## src/rtl/mem_stage_pkg.sv

```systemverilog
// Shared definitions for the memory stage: state encoding, writeback
// select codes and default timeout sizing.
package mem_stage_pkg;

    typedef enum logic [1:0] {
        ST_IDLE   = 2'd0,
        ST_BUSY   = 2'd1,
        ST_HALTED = 2'd2,
        ST_ERR    = 2'd3
    } state_e;

    localparam logic [1:0] WB_ALU = 2'b00;
    localparam logic [1:0] WB_MEM = 2'b01;
    localparam logic [1:0] WB_PC  = 2'b10;

    localparam int DEFAULT_TIMEOUT = 15;
    localparam int DEFAULT_CNT_W   = 4;

    // Writeback source mux; the reserved code 2'b11 falls back to the ALU path.
    function automatic logic [15:0] wb_pick(input logic [1:0]  sel,
                                            input logic [15:0] alu_v,
                                            input logic [15:0] mem_v,
                                            input logic [15:0] pc_v);
        logic [15:0] res;
        res = alu_v;
        if (sel == WB_MEM) begin
            res = mem_v;
        end else if (sel == WB_PC) begin
            res = pc_v;
        end
        return res;
    endfunction

endpackage

```

## src/rtl/mem_stage_ctrl_if.sv

```systemverilog
// Data-memory request/acknowledge bus between the memory stage (master)
// and the multi-cycle data memory (slave).
interface mem_stage_ctrl_if;
    logic        mem_req;
    logic        mem_wr;
    logic [15:0] mem_addr;
    logic [15:0] mem_wdata;
    logic [15:0] mem_rdata;
    logic        mem_ack;

    modport master (
        output mem_req, mem_wr, mem_addr, mem_wdata,
        input  mem_rdata, mem_ack
    );

    modport slave (
        input  mem_req, mem_wr, mem_addr, mem_wdata,
        output mem_rdata, mem_ack
    );
endinterface

```

## src/rtl/mem_timeout_cnt.sv

```systemverilog
// Busy-cycle counter for the memory stage. Clear has priority over enable;
// expired_o flags the count value at which one more missing ack is fatal.
module mem_timeout_cnt #(
    parameter int CNT_W   = 4,
    parameter int TIMEOUT = 15
) (
    input  logic clk,
    input  logic rst_n,
    input  logic clr_i,
    input  logic en_i,
    output logic expired_o
);

    logic [CNT_W-1:0] cnt_q;

    // Count BUSY cycles without an acknowledge.
    always_ff @(posedge clk) begin
        if (!rst_n) begin
            cnt_q <= '0;
        end else if (clr_i) begin
            cnt_q <= '0;
        end else if (en_i) begin
            cnt_q <= cnt_q + 1'b1;
        end
    end

    assign expired_o = (cnt_q == CNT_W'(TIMEOUT - 1));

endmodule

```

## src/rtl/mem_stage_ctrl.sv

```systemverilog
// Memory stage controller: issues loads/stores over a req/ack bus, stalls
// upstream while busy, retires a registered writeback value with a one-cycle
// valid pulse and latches halt/error conditions.
// Optional feature macro: MEM_ALIGN_CHECK_EN (odd load/store address -> ERR).
module mem_stage_ctrl
    import mem_stage_pkg::*;
#(
    parameter int TIMEOUT = DEFAULT_TIMEOUT,
    parameter int CNT_W   = DEFAULT_CNT_W
) (
    input  logic              clk,
    input  logic              rst_n,
    input  logic              ex_valid,
    input  logic              mem_read,
    input  logic              mem_write,
    input  logic              halt,
    input  logic [15:0]       alu_final,
    input  logic [15:0]       add_pc,
    input  logic [15:0]       st_data,
    input  logic [1:0]        wb_sel,
    mem_stage_ctrl_if.master  mem,
    output logic              stall,
    output logic              wb_valid,
    output logic [15:0]       wb_data,
    output logic              halted,
    output logic              err
);

    state_e      state_q;
    logic        req_q;
    logic        wr_q;
    logic [15:0] addr_q;
    logic [15:0] wdata_q;
    logic [1:0]  sel_q;
    logic [15:0] pc_q;
    logic        wb_valid_q;
    logic [15:0] wb_data_q;
    logic        halted_q;
    logic        err_q;

    logic        cnt_clr;
    logic        cnt_en;
    logic        cnt_expired;

    // Counter sits at zero while idle so every access starts from a fresh count.
    assign cnt_clr = (state_q == ST_IDLE);
    assign cnt_en  = (state_q == ST_BUSY) && !mem.mem_ack;

    mem_timeout_cnt #(
        .CNT_W   (CNT_W),
        .TIMEOUT (TIMEOUT)
    ) u_timeout (
        .clk       (clk),
        .rst_n     (rst_n),
        .clr_i     (cnt_clr),
        .en_i      (cnt_en),
        .expired_o (cnt_expired)
    );

    // Main FSM with registered bus, writeback and sticky status outputs.
    always_ff @(posedge clk) begin
        if (!rst_n) begin
            state_q    <= ST_IDLE;
            req_q      <= 1'b0;
            wr_q       <= 1'b0;
            addr_q     <= '0;
            wdata_q    <= '0;
            sel_q      <= WB_ALU;
            pc_q       <= '0;
            wb_valid_q <= 1'b0;
            wb_data_q  <= '0;
            halted_q   <= 1'b0;
            err_q      <= 1'b0;
        end else begin
            wb_valid_q <= 1'b0;
            case (state_q)
                ST_IDLE: begin
                    if (ex_valid) begin
                        if (halt) begin
                            state_q  <= ST_HALTED;
                            halted_q <= 1'b1;
                        end else if (mem_read && mem_write) begin
                            state_q <= ST_ERR;
                            err_q   <= 1'b1;
                        end else if (mem_read || mem_write) begin
`ifdef MEM_ALIGN_CHECK_EN
                            if (alu_final[0]) begin
                                state_q <= ST_ERR;
                                err_q   <= 1'b1;
                            end else
`endif
                            begin
                                addr_q  <= alu_final;
                                wdata_q <= st_data;
                                sel_q   <= wb_sel;
                                pc_q    <= add_pc;
                                wr_q    <= mem_write;
                                req_q   <= 1'b1;
                                state_q <= ST_BUSY;
                            end
                        end else begin
                            wb_valid_q <= 1'b1;
                            wb_data_q  <= wb_pick(wb_sel, alu_final, alu_final, add_pc);
                        end
                    end
                end
                ST_BUSY: begin
                    if (mem.mem_ack) begin
                        req_q      <= 1'b0;
                        state_q    <= ST_IDLE;
                        wb_valid_q <= 1'b1;
                        // Stores always retire the address they wrote.
                        wb_data_q  <= wb_pick(wr_q ? WB_ALU : sel_q, addr_q,
                                              mem.mem_rdata, pc_q);
                    end else if (cnt_expired) begin
                        req_q   <= 1'b0;
                        state_q <= ST_ERR;
                        err_q   <= 1'b1;
                    end
                end
                ST_HALTED: begin
                end
                ST_ERR: begin
                end
            endcase
        end
    end

    assign mem.mem_req   = req_q;
    assign mem.mem_wr    = wr_q;
    assign mem.mem_addr  = addr_q;
    assign mem.mem_wdata = wdata_q;

    assign stall    = (state_q != ST_IDLE);
    assign wb_valid = wb_valid_q;
    assign wb_data  = wb_data_q;
    assign halted   = halted_q;
    assign err      = err_q;

endmodule

```

## src/flat_wrapper.sv

```systemverilog
// flat-port wrapper written by rule: the top's interface ports become plain ports
module mem_stage_ctrl_flat import mem_stage_pkg::*;
#(
    parameter int TIMEOUT = DEFAULT_TIMEOUT,
    parameter int CNT_W   = DEFAULT_CNT_W
)
  (clk, rst_n, ex_valid, mem_read, mem_write, halt, alu_final, add_pc, st_data, wb_sel, stall, wb_valid, wb_data, halted, err, mem_mem_req, mem_mem_wr, mem_mem_addr, mem_mem_wdata, mem_mem_rdata, mem_mem_ack);
  mem_stage_ctrl_if mem_i ();
  input  logic clk;
  input  logic rst_n;
  input  logic ex_valid;
  input  logic mem_read;
  input  logic mem_write;
  input  logic halt;
  input  logic [15:0] alu_final;
  input  logic [15:0] add_pc;
  input  logic [15:0] st_data;
  input  logic [1:0] wb_sel;
  output logic stall;
  output logic wb_valid;
  output logic [15:0] wb_data;
  output logic halted;
  output logic err;
  output wire logic [$bits(mem_i.mem_req)-1:0] mem_mem_req;
  output wire logic [$bits(mem_i.mem_wr)-1:0] mem_mem_wr;
  output wire logic [$bits(mem_i.mem_addr)-1:0] mem_mem_addr;
  output wire logic [$bits(mem_i.mem_wdata)-1:0] mem_mem_wdata;
  input wire logic [$bits(mem_i.mem_rdata)-1:0] mem_mem_rdata;
  input wire logic [$bits(mem_i.mem_ack)-1:0] mem_mem_ack;
  assign mem_mem_req = mem_i.mem_req;
  assign mem_mem_wr = mem_i.mem_wr;
  assign mem_mem_addr = mem_i.mem_addr;
  assign mem_mem_wdata = mem_i.mem_wdata;
  assign mem_i.mem_rdata = mem_mem_rdata;
  assign mem_i.mem_ack = mem_mem_ack;
  mem_stage_ctrl #(.TIMEOUT(TIMEOUT), .CNT_W(CNT_W)) u_core (.clk(clk), .rst_n(rst_n), .ex_valid(ex_valid), .mem_read(mem_read), .mem_write(mem_write), .halt(halt), .alu_final(alu_final), .add_pc(add_pc), .st_data(st_data), .wb_sel(wb_sel), .mem(mem_i), .stall(stall), .wb_valid(wb_valid), .wb_data(wb_data), .halted(halted), .err(err));
endmodule
```

## config.mk

```make
export PLATFORM = sky130hd
export DESIGN_NAME = mem_stage_ctrl_flat
export DESIGN_NICKNAME = d
export VERILOG_FILES = /design/src/rtl/mem_stage_pkg.sv /design/src/rtl/mem_stage_ctrl_if.sv /design/src/rtl/mem_timeout_cnt.sv /design/src/rtl/mem_stage_ctrl.sv /design/src/flat_wrapper.sv
export SDC_FILE = /design/constraint.sdc
export NUM_CORES = 1
export LEC_CHECK = 0
export CORE_UTILIZATION = 45
export DETAILED_ROUTE_END_ITERATION = 7
export HOLD_SLACK_MARGIN = 0.12
export PLACE_DENSITY_LB_ADDON = 0.3
export SYNTH_ARGS = -nofsm -noshare
export SYNTH_HDL_FRONTEND = slang
export SYNTH_SLANG_ARGS = --single-unit
```

## constraint.sdc

```tcl
create_clock -name clk -period 2 [get_ports clk]
set_clock_uncertainty 0.2 [all_clocks]
set_input_delay 0.5 -clock clk [delete_from_list [all_inputs] [get_ports clk]]
set_output_delay 0.5 -clock clk [all_outputs]
set_load 0.005 [all_outputs]
```

==> insert_results.sql, run 1 <==
INSERT INTO impl_metrics (metric_group, metric, value, unit) VALUES
('placement', 'placement.io_buffers', '126', ''),
('placement', 'place_congestion', '0.8272', ''),
('grt', 'antenna_found_initial', '0', ''),
('drt', 'post-route-drc-count', '0', ''),
('cts', 'htree_num_levels', '3', ''),
('pwr', 'power_frac_comb', '18.9', '%'),
('cts', 'cts_bufs_inserted', '9', ''),
('floorplanning', 'die_y', '92.68', 'µm'),
('floorplanning', 'placeableCoreArea', '0.007848', 'mm²'),
('drt', 'wire_per_inst', '17.49', 'µm'),
('critical_path', 'worst_setup_path_start_kind', 'register', ''),
('final_layout', 'area_delta_synth_final', '51.40', '%'),
('yosys', 'postSynth.asyncResetShare', '0', '%'),
('timing', 'grt_setup_unrepaired', 'yes', ''),
('critical_path', 'ff2ff_setup_slack', '0.02', 'ns'),
('worst_hold_path', 'min-delay-start', 'u_core.pc_q[5]$_SDFFE_PN0P_', ''),
('critical_path', 'critPathCaptureType', 'register', ''),
('drt', 'drt-total-wl', '12560', 'µm'),
('floorplanning', 'effective_utilization_at_floorplan', '47.15', '%'),
('final_layout', 'final_util', '71.38', '%'),
('grt', 'grt_util_met1', '34.93', '%'),
('pwr', 'clock_group_share_of_total_power', '34.4', '%'),
('critical_path', 'worst-endpoint-arrival', '2.07', 'ns'),
('cts', 'clk_transition_reported_paths', '0.09', 'ns'),
('critical_path', 'crit_required', '2.09', 'ns'),
('cts', 'cts-root-buf', 'clkbuf_8', ''),
('critical_path', 'critical_path_class', 'register to register', ''),
('pwr', 'total_leakage_power', '0.002061', 'µW'),
('yosys', 'synth-edff-count', '0', ''),
('timing', 'tightest_slew', '0.4088', 'ns'),
('grt', 'most_congested_layer_reported_by_global_routing', 'met2', ''),
('timing', 'fin_setup_tns', '0', 'ns'),
('yosys', 'yosys_warnings', '0', ''),
('yosys', 'synth_area', '0.003700', 'mm²'),
('floorplanning', 'die_w', '92.68', 'µm'),
('cts', 'cts.sink_count', '77', ''),
('timing', 'final_setup_violating_endpoints', '0', ''),
('timing', 'slew_headroom', '72.69', '%'),
('pwr', 'p_sw', '924.5', 'µW'),
('grt', 'grt_overflow_total', '0', ''),
('yosys', 'synth_cells', '473', ''),
('drt', 'drtAntennaViolNets', '0', ''),
('pwr', 'max-vdd-ir-drop', '0.4345', 'mV'),
('pwr', 'switching_share', '26.54', '%'),
('yosys', 'synth_fp_nets', '548', ''),
('cts', 'cts_max_path_buffers', '2', ''),
('final_layout', 'nNetsFinal', '686', ''),
('worst_hold_path', 'hold_class', 'register to register', ''),
('critical_path', 'crit_path_max_fanout', '6', ''),
('run_status', 'status', 'finished clean', ''),
('yosys', 'synth_cell_type_count', '39', ''),
('yosys', 'synth.avg_cell_area', '7.822', 'µm²'),
('grt', 'grt_first_pass_wirelength', '20000', 'µm'),
('timing', 'post-route-period-util', '99.25', '%'),
('yosys', 'ys_dominant_reg_cell', 'dfxtp_1', ''),
('cts', 'cts_tree', 'built', ''),
('drt', 'vias_per_cell', '5.804', ''),
('worst_hold_path', 'holdPathStages', '2', ''),
('placement', 'dpl.hpwl', '8240', 'µm'),
('floorplanning', 'io_pins', '127', ''),
('timing', 'final.hold.worst_slack', '0.2560', 'ns'),
('drt', 'first_iter_violations', '349', ''),
('drt', 'vias', '4167', ''),
('final_layout', 'multi_input_area', '0.002001', 'mm²'),
('run', 'max_cap_viol_count', '0', ''),
('pwr', 'internal-power', '2560', 'µW'),
('floorplanning', 'floorplan.rows', '32', ''),
('drt', 'drt-pass1-iter-count', '6', ''),
('final_layout', 'drive_gt1_share', '12.50', '%'),
('cts', 'clkLatencyLatePin', '0.35', 'ns'),
('grt', 'grt_util_all_layers', '29.50', '%');
## path summary, 6_finish.rpt
kind	endpoint
max	u_core.wb_data[15]$_SDFFE_PN0P_
min	u_core.pc_q[5]$_SDFFE_PN0P_
max reg2reg	u_core.wb_data[15]$_SDFFE_PN0P_
min reg2reg	u_core.pc_q[5]$_SDFFE_PN0P_
## through the flow
step	power (µW)	instances	worst slack [ns]	instance area, µm²
6_report	3484	718	0.01505	5602
5_1_grt	3602	718	-0.06259	5602
4_1_cts	3479	717	-0.05029	5565
3_5_place_dp	2272	697	-0.4884	5253
3_3_place_gp	2259	697	-0.4320	5253
2_1_floorplan	1899	473	0.07141	3700
## registers in the layout, summed over array words and instances (netlist names)
name,count
u_core.sel_q,2
u_core.wb_valid,1
u_core.mem.mem_wr,1
u_core.halted,1
u_core.mem.mem_req,1
u_core.state_q,2
u_core.wb_data,16
u_core.u_timeout.cnt_q,4
u_core.mem.mem_wdata,16
u_core.pc_q,16
u_core.err,1
u_core.mem.mem_addr,16
## logic make-up (layout without fill, tap and decap cells)
family	Yosys count	after routing	synth area share [%]
buffers and inverters	46	189	5.546
adder cells (fa/ha/maj)	2	2	0.6763
flip-flops	77	77	41.66
XOR/XNOR	1	1	0.2368
multiplexers	2	2	0.6087
AO/OA/AOI/OAI	146	146	24.59
AND/OR/NAND/NOR	199	199	26.68
## area by class of cell
class / instances / share of cell area [%]
inverter: 5 / 0.3350
tap: 102 / 2.278
clock inverter: 6 / 1.117
clock buffer: 10 / 2.457
multi-input combinational: 350 / 35.72
timing repair buffer: 168 / 30.36
sequential: 77 / 27.74
## cell usage after synthesis (12+ instances only)
cell	n	area (µm²)
a211o_1	15	131.4
a211oi_1	15	112.6
a21oi_1	75	375.4
a221oi_1	16	140.1
and2_1	15	93.84
and3b_1	15	131.4
buf_2	14	70.07
clkbuf_1	23	86.33
dfxtp_1	77	1541
nand2_1	119	446.7
nor2_1	12	45.04
nor3b_1	17	127.6
o21ai_0	17	85.08
## power by group through the flow
stage                     registers [µW]  logic [µW]  clock network, µW
after floorplan                     1660         241                  0
after global placement              1660         599                  0
after detailed placement            1660         610                  0
after CTS                           1630         642               1210
after global routing                1630         706               1260
final                               1630         660               1200
## cells in the final DEF, fill, tap and decap left out, types with 2 or more instances in the layout
cell type	instances
a211o_1	15
ha_1	2
a21oi_2	3
nor3_1	4
clkbuf_8	10
nand2_1	119
o21ai_0	17
a21oi_1	72
a211oi_1	15
nor2_1	12
inv_1	4
nor2b_1	2
dfxtp_4	2
and3b_1	15
nor3b_1	17
and2_1	15
buf_6	2
a221oi_1	16
clkinv_2	2
dlygate4sd2_1	3
dfxtp_2	4
buf_16	2
buf_4	31
buf_12	5
clkinvlp_4	3
clkdlybuf4s50_1	121
clkbuf_2	2
dfxtp_1	71
nand2b_1	4
## critical path, stage by stage, from the launching register on
cell and delay (ns):
dfxtp_4 0.37, or3_4 0.36, o32a_4 0.44, buf_16 0.16, a211o_1 0.27, a21oi_2 0.12
## timing repair
action | in CTS | in global routing
cloned | 3 | 0
hold buffers | 0 | 0
buffers inserted | 1 | 1
resized for setup | 11 | 17
setup endpoints to repair | 70 | 21
pin swaps | 2 | 6
## routing by layer
metal  up-vias  part of all wire, %
li1       1929                    -
met1      1985                   39
met2       217                   49
met3        36                  9.2
met4         0                  2.4
met5         -                    0
Power figures use the tool's default switching activity.
==> run 2: changes to the inputs <==
Settings changed: CORE_MARGIN set to 2.
==> insert_results.sql, run 2 (synthesis results as in run 1) <==
INSERT INTO impl_metrics (metric_group, metric, value, unit) VALUES
('critical_path', 'top_delay_family_on_crit_path', 'compound AO/OA/AOI/OAI gates', ''),
('drt', 'drt-pass1-iter-count', '5', ''),
('floorplanning', 'die_area', '0.008963', 'mm²'),
('timing', 'slew_headroom', '71.83', '%'),
('placement', 'placement.io_buffers', '126', ''),
('final_layout', 'drive_gt1_share', '13.61', '%'),
('grt', 'grt_first_pass_wirelength', '18890', 'µm'),
('drt', 'drtAntennaViolNets', '0', ''),
('drt', 'post-route-drc-count', '0', ''),
('critical_path', 'critPathCaptureType', 'register', ''),
('cts', 'cts_bufs_inserted', '9', ''),
('run_status', 'violations', 'negative setup slack', ''),
('drt', 'wire_per_inst', '17.06', 'µm'),
('cts', 'cts_tree', 'built', ''),
('floorplanning', 'die_w', '94.68', 'µm'),
('floorplanning', 'floorplan.rows', '33', ''),
('grt', 'grt_overflow_total', '0', ''),
('placement', 'dpl-instance-area', '0.005261', 'mm²'),
('grt', 'grt_max_degree', '50', ''),
('critical_path', 'critical_path_class', 'register to register', ''),
('floorplanning', 'effective_utilization_at_floorplan', '45.72', '%'),
('final_layout', 'mostFrequentLayoutCells', 'clkdlybuf4s50_1, nand2_1, a21oi_1, dfxtp_1, buf_4', ''),
('critical_path', 'crit_required', '2.07', 'ns'),
('critical_path', 'worst-endpoint-arrival', '2.09', 'ns'),
('drt', 'drt-total-wl', '12310', 'µm'),
('timing', 'top_achievable_clock_speed', '0.4946', 'GHz'),
('critical_path', 'buffers_and_inverters_on_the_worst_path', '2', ''),
('floorplanning', 'placeableCoreArea', '0.008093', 'mm²'),
('grt', 'antenna_found_initial', '0', ''),
('critical_path', 'critical-path-slowest-cell', 'o32a_4', ''),
('run_status', 'status', 'finished, violations left', ''),
('drt', 'first_iter_violations', '371', ''),
('critical_path', 'crit_path_max_incr_delay', '0.37', 'ns'),
('pwr', 'max-vdd-ir-drop', '0.4276', 'mV'),
('placement', 'post-place-cells', '699', ''),
('timing', 'hold_viol_final', '0', ''),
('cts', 'cts.sink_count', '77', ''),
('critical_path', 'worst_setup_path_start_kind', 'register', ''),
('final_layout', 'nNetsFinal', '687', ''),
('pwr', 'total_leakage_power', '0.002096', 'µW'),
('worst_hold_path', 'hold_class', 'register to register', ''),
('timing', 'layout_min_cycle_time', '2.022', 'ns'),
('placement', 'place_congestion', '0.9171', ''),
('timing', 'grt_setup_unrepaired', 'yes', ''),
('cts', 'clk_transition_reported_paths', '0.08', 'ns'),
('pwr', 'power.density_cell_area', '641.0', 'mW/mm²'),
('timing', 'slew_viol_final', '0', ''),
('timing', 'tightest_slew', '0.4217', 'ns'),
('placement', 'dpl.hpwl', '7995', 'µm'),
('run', 'max_cap_viol_count', '0', ''),
('final_layout', 'mostFrequentLayoutCell', 'clkdlybuf4s50_1', ''),
('critical_path', 'crit_path_max_fanout', '8', ''),
('final_layout', 'area_delta_synth_final', '53.36', '%'),
('final_layout', 'fin_cells', '722', ''),
('final_layout', 'final_design_area_no_fill', '0.005674', 'mm²'),
('drt', 'vias_per_cell', '5.669', ''),
('cts', 'clkLatencyLatePin', '0.34', 'ns'),
('timing', 'fin_ws', '-0.02165', 'ns'),
('drt', 'vias', '4093', ''),
('timing', 'final_setup_violating_endpoints', '1', ''),
('pwr', 'design_power_total', '3637', 'µW'),
('floorplanning', 'die_y', '94.68', 'µm'),
('final_layout', 'antennaDiodeCount', '0', ''),
('grt', 'first_global_vias', '3791', ''),
('critical_path', 'crit_chain', 'or3_4, o32a_4, buf_6, buf_16, a211o_1, a21oi_2', ''),
('cts', 'cts-root-buf', 'clkbuf_8', ''),
('grt', 'grt_util_all_layers', '26.73', '%'),
('cts', 'htree_num_levels', '3', ''),
('cts', 'cts_max_path_buffers', '2', ''),
('timing', 'post-route-period-util', '101.1', '%'),
('floorplanning', 'io_pins', '127', '');
## run 2: final cells by class
type                            instances  area [µm²]
Fill cell                             644        2419
Multi-Input combinational cell        350        2018
Timing Repair Buffer                  169        1727
Sequential cell                        77        1553
Clock buffer                           13       158.9
Tap cell                              105       131.4
Clock inverter                          3       67.56
Inverter                                5       18.77
## run 2: path summary, 6_finish.rpt
check,start,to,slack (ns),depth (start not counted)
worst min-delay path,u_core.pc_q[1]$_SDFFE_PN0P_,u_core.pc_q[1]$_SDFFE_PN0P_,0.26,2
worst min register to register,u_core.pc_q[1]$_SDFFE_PN0P_,u_core.pc_q[1]$_SDFFE_PN0P_,0.26,2
worst max-delay path,u_core.state_q[1]$_SDFFE_PN0P_,u_core.wb_data[4]$_SDFFE_PN0P_,-0.02,6
worst max register to register,u_core.state_q[1]$_SDFFE_PN0P_,u_core.wb_data[4]$_SDFFE_PN0P_,-0.02,6
## run 2: through the flow
| stage | setup TNS, ns | setup WS (ns) | utilization, % | hold slack (ns) |
|---|---|---|---|---|
| after global placement | -27.84 | -0.4317 | 65.01 | 0.2378 |
| after global routing | -0.3259 | -0.09611 | 70.11 | 0.2782 |
| after detailed placement | -30.40 | -0.5048 | 65.01 | 0.2449 |
| after floorplan | 0 | 0.07141 | - | 0.2315 |
| after CTS | -0.5629 | -0.05897 | 69.33 | 0.2564 |
| final | -0.02165 | -0.02165 | 70.11 | 0.2560 |
## run 2: tightest hold or removal path, cell delays in order, from the launching register on
cell and delay [ns]:
dfxtp_1 0.31, nand2_1 0.05, a21oi_1 0.05
## run 2: timing repair
action	in CTS	in global routing
endpoints found under the setup margin	69	18
pin swaps	4	3
hold buffers	0	0
gates resized for setup	13	23
cloned	3	0
setup buffers	3	1
## run 2: report_power, final
part	internal (µW)	total [µW]	switching [µW]
combinational	372	664	292
clock	774	1340	571
sequential	1590	1630	39.6
## run 2: layer usage
| metal | GRT usage [%] | share of wire [%] | up-vias |
|---|---|---|---|
| li1 | - | - | 1938 |
| met1 | 35.03 | 40 | 1919 |
| met2 | 44.44 | 49 | 199 |
| met3 | 5.507 | 8.8 | 37 |
| met4 | 7.729 | 2.2 | 0 |
| met5 | 0 | 0 | - |
==> run 3: changes to the inputs <==
Settings changed: HOLD_SLACK_MARGIN 0.12 to 0.08, SKIP_CTS_REPAIR_TIMING set to 1.
==> insert_results.sql, run 3 (synthesis results as in run 1) <==
INSERT INTO impl_metrics (metric_group, metric, value, unit) VALUES
('drt', 'first_iter_violations', '289', ''),
('cts', 'cts_bufs_inserted', '9', ''),
('critical_path', 'crit_path_max_fanout', '4', ''),
('pwr', 'clock_group_share_of_total_power', '37.2', '%'),
('final_layout', 'final-seq-area', '0.001551', 'mm²'),
('run', 'max_cap_viol_count', '0', ''),
('floorplanning', 'die_area', '0.008963', 'mm²'),
('critical_path', 'timing.critical_path.from', 'u_core.mem.mem_wr$_SDFFE_PN0P_', ''),
('timing', 'post-route-period-util', '99.83', '%'),
('critical_path', 'worst_setup_path_start_kind', 'register', ''),
('placement', 'dpl.hpwl', '7995', 'µm'),
('pwr', 'p_sw', '899.4', 'µW'),
('drt', 'drt-total-wl', '12300', 'µm'),
('critical_path', 'critical-path-slowest-cell', 'clkdlybuf4s50_1', ''),
('pwr', 'design_power_total', '3624', 'µW'),
('floorplanning', 'die_y', '94.68', 'µm'),
('timing', 'tightest_slew', '0.3791', 'ns'),
('floorplanning', 'die_w', '94.68', 'µm'),
('drt', 'post-route-drc-count', '0', ''),
('critical_path', 'critPathCaptureType', 'output port', ''),
('placement', 'place_congestion', '0.9171', ''),
('drt', 'vias', '4116', ''),
('pwr', 'internal-power', '2724', 'µW'),
('pwr', 'power_frac_comb', '17.9', '%'),
('timing', 'grt_setup_unrepaired', 'yes', ''),
('timing', 'final_setup_violating_endpoints', '0', ''),
('critical_path', 'worst-r2r-cell-count', '5', ''),
('timing', 'layout_min_cycle_time', '1.997', 'ns'),
('critical_path', 'crit_path_max_incr_delay', '0.54', 'ns'),
('pwr', 'power.density_cell_area', '644.0', 'mW/mm²'),
('placement', 'post-place-cells', '699', ''),
('drt', 'drt-pass1-iter-count', '4', ''),
('grt', 'grt_first_pass_wirelength', '18200', 'µm'),
('pwr', 'switching_share', '24.82', '%'),
('timing', 'slew_viol_final', '0', ''),
('grt', 'grt_max_degree', '50', ''),
('critical_path', 'setup_crit_end', 'mem_mem_wr', ''),
('final_layout', 'final_util', '69.53', '%'),
('run_status', 'status', 'finished clean', ''),
('critical_path', 'critical_path_class', 'register to output port', ''),
('grt', 'first_global_vias', '3756', ''),
('floorplanning', 'placeableCoreArea', '0.008093', 'mm²'),
('cts', 'htree_num_levels', '3', ''),
('final_layout', 'nNetsFinal', '686', ''),
('cts', 'cts.sink_count', '77', ''),
('drt', 'drtAntennaViolNets', '0', ''),
('critical_path', 'worst-endpoint-arrival', '1.30', 'ns'),
('critical_path', 'top_delay_family_on_crit_path', 'buffers and inverters', ''),
('final_layout', 'multi_input_area', '0.001982', 'mm²'),
('timing', 'top_achievable_clock_speed', '0.5009', 'GHz'),
('worst_hold_path', 'hold_class', 'register to register', ''),
('floorplanning', 'floorplan.rows', '33', ''),
('pwr', 'total_leakage_power', '0.002103', 'µW'),
('pwr', 'max-vdd-ir-drop', '0.4245', 'mV'),
('critical_path', 'worstSetupPathDepth', '1', ''),
('placement', 'placement.io_buffers', '126', ''),
('final_layout', 'fin_cells', '721', ''),
('cts', 'cts-root-buf', 'clkbuf_8', ''),
('cts', 'clkLatencyLatePin', '0.35', 'ns'),
('drt', 'vias_per_cell', '5.709', ''),
('final_layout', 'fillers', '658', ''),
('grt', 'antenna_found_initial', '0', ''),
('critical_path', 'crit_chain', 'clkdlybuf4s50_1', ''),
('drt', 'wire_per_inst', '17.05', 'µm'),
('floorplanning', 'effective_utilization_at_floorplan', '45.72', '%'),
('grt', 'grt_overflow_total', '0', ''),
('cts', 'cts_max_path_buffers', '2', ''),
('cts', 'cts_tree', 'built', ''),
('critical_path', 'worstReg2RegStart', 'u_core.state_q[1]$_SDFFE_PN0P_', ''),
('timing', 'slew_headroom', '74.67', '%'),
('grt', 'grt_util_all_layers', '25.45', '%'),
('floorplanning', 'io_pins', '127', ''),
('final_layout', 'mostFrequentLayoutCell', 'clkdlybuf4s50_1', ''),
('critical_path', 'ff2ff_setup_slack', '0.04', 'ns'),
('critical_path', 'crit_required', '1.30', 'ns'),
('pwr', 'seq_power_share', '45.0', '%'),
('final_layout', 'antennaDiodeCount', '0', ''),
('final_layout', 'mostFrequentLayoutCells', 'clkdlybuf4s50_1, nand2_1, a21oi_1, dfxtp_1, buf_4', ''),
('final_layout', 'drive_gt1_share', '11.69', '%'),
('critical_path', 'buffers_and_inverters_on_the_worst_path', '1', ''),
('cts', 'clk_transition_reported_paths', '0.07', 'ns'),
('timing', 'hold_viol_final', '0', ''),
('final_layout', 'area_delta_synth_final', '52.08', '%'),
('critical_path', 'r2r-end', 'u_core.pc_q[1]$_SDFFE_PN0P_', '');
run 3: per-layer routing:
metal,up-vias,GRT usage (%),part of all wire (%)
met4,0,7.005,1.3
met2,172,43.50,50
met3,16,4.868,7.7
met1,1996,32.76,41
li1,1932,-,-
met5,-,0,0
run 3: power groups by stage:
stage	Combinational (µW)	Clock [µW]	Sequential, µW
global route	692	1420	1640
floorplan	241	0	1660
detailed placement	608	0	1660
finish	648	1350	1630
CTS	612	1350	1630
global placement	600	0	1660
run 3: stage by stage:
step	worst slack, ns	cell area [µm²]	hold WS, ns	setup TNS [ns]
floorplan	0.07141	3700	0.2315	0
global placement	-0.4317	5261	0.2378	-27.84
detailed placement	-0.5048	5261	0.2449	-30.40
CTS	-0.1794	5488	0.2564	-5.838
global route	-0.01218	5627	0.2782	-0.04758
finish	0.003478	5627	0.2567	0
run 3: worst min-delay path by stage:
stage / start / end / cells after the start
2_1_floorplan: u_core.pc_q[0]$_SDFFE_PN0P_ / u_core.pc_q[0]$_SDFFE_PN0P_ / 2
3_3_place_gp: u_core.pc_q[0]$_SDFFE_PN0P_ / u_core.pc_q[0]$_SDFFE_PN0P_ / 2
3_5_place_dp: u_core.pc_q[0]$_SDFFE_PN0P_ / u_core.pc_q[0]$_SDFFE_PN0P_ / 2
4_1_cts: u_core.pc_q[0]$_SDFFE_PN0P_ / u_core.pc_q[0]$_SDFFE_PN0P_ / 2
5_1_grt: u_core.pc_q[0]$_SDFFE_PN0P_ / u_core.pc_q[0]$_SDFFE_PN0P_ / 2
6_report: u_core.pc_q[0]$_SDFFE_PN0P_ / u_core.pc_q[0]$_SDFFE_PN0P_ / 2
run 3: cell type report:
class | instances | area share (%)
multi-input combinational | 350 | 35.22
timing repair buffer | 168 | 30.51
sequential | 77 | 27.57
clock buffer | 13 | 2.824
tap | 105 | 2.335
clock inverter | 3 | 1.201
inverter | 5 | 0.3336
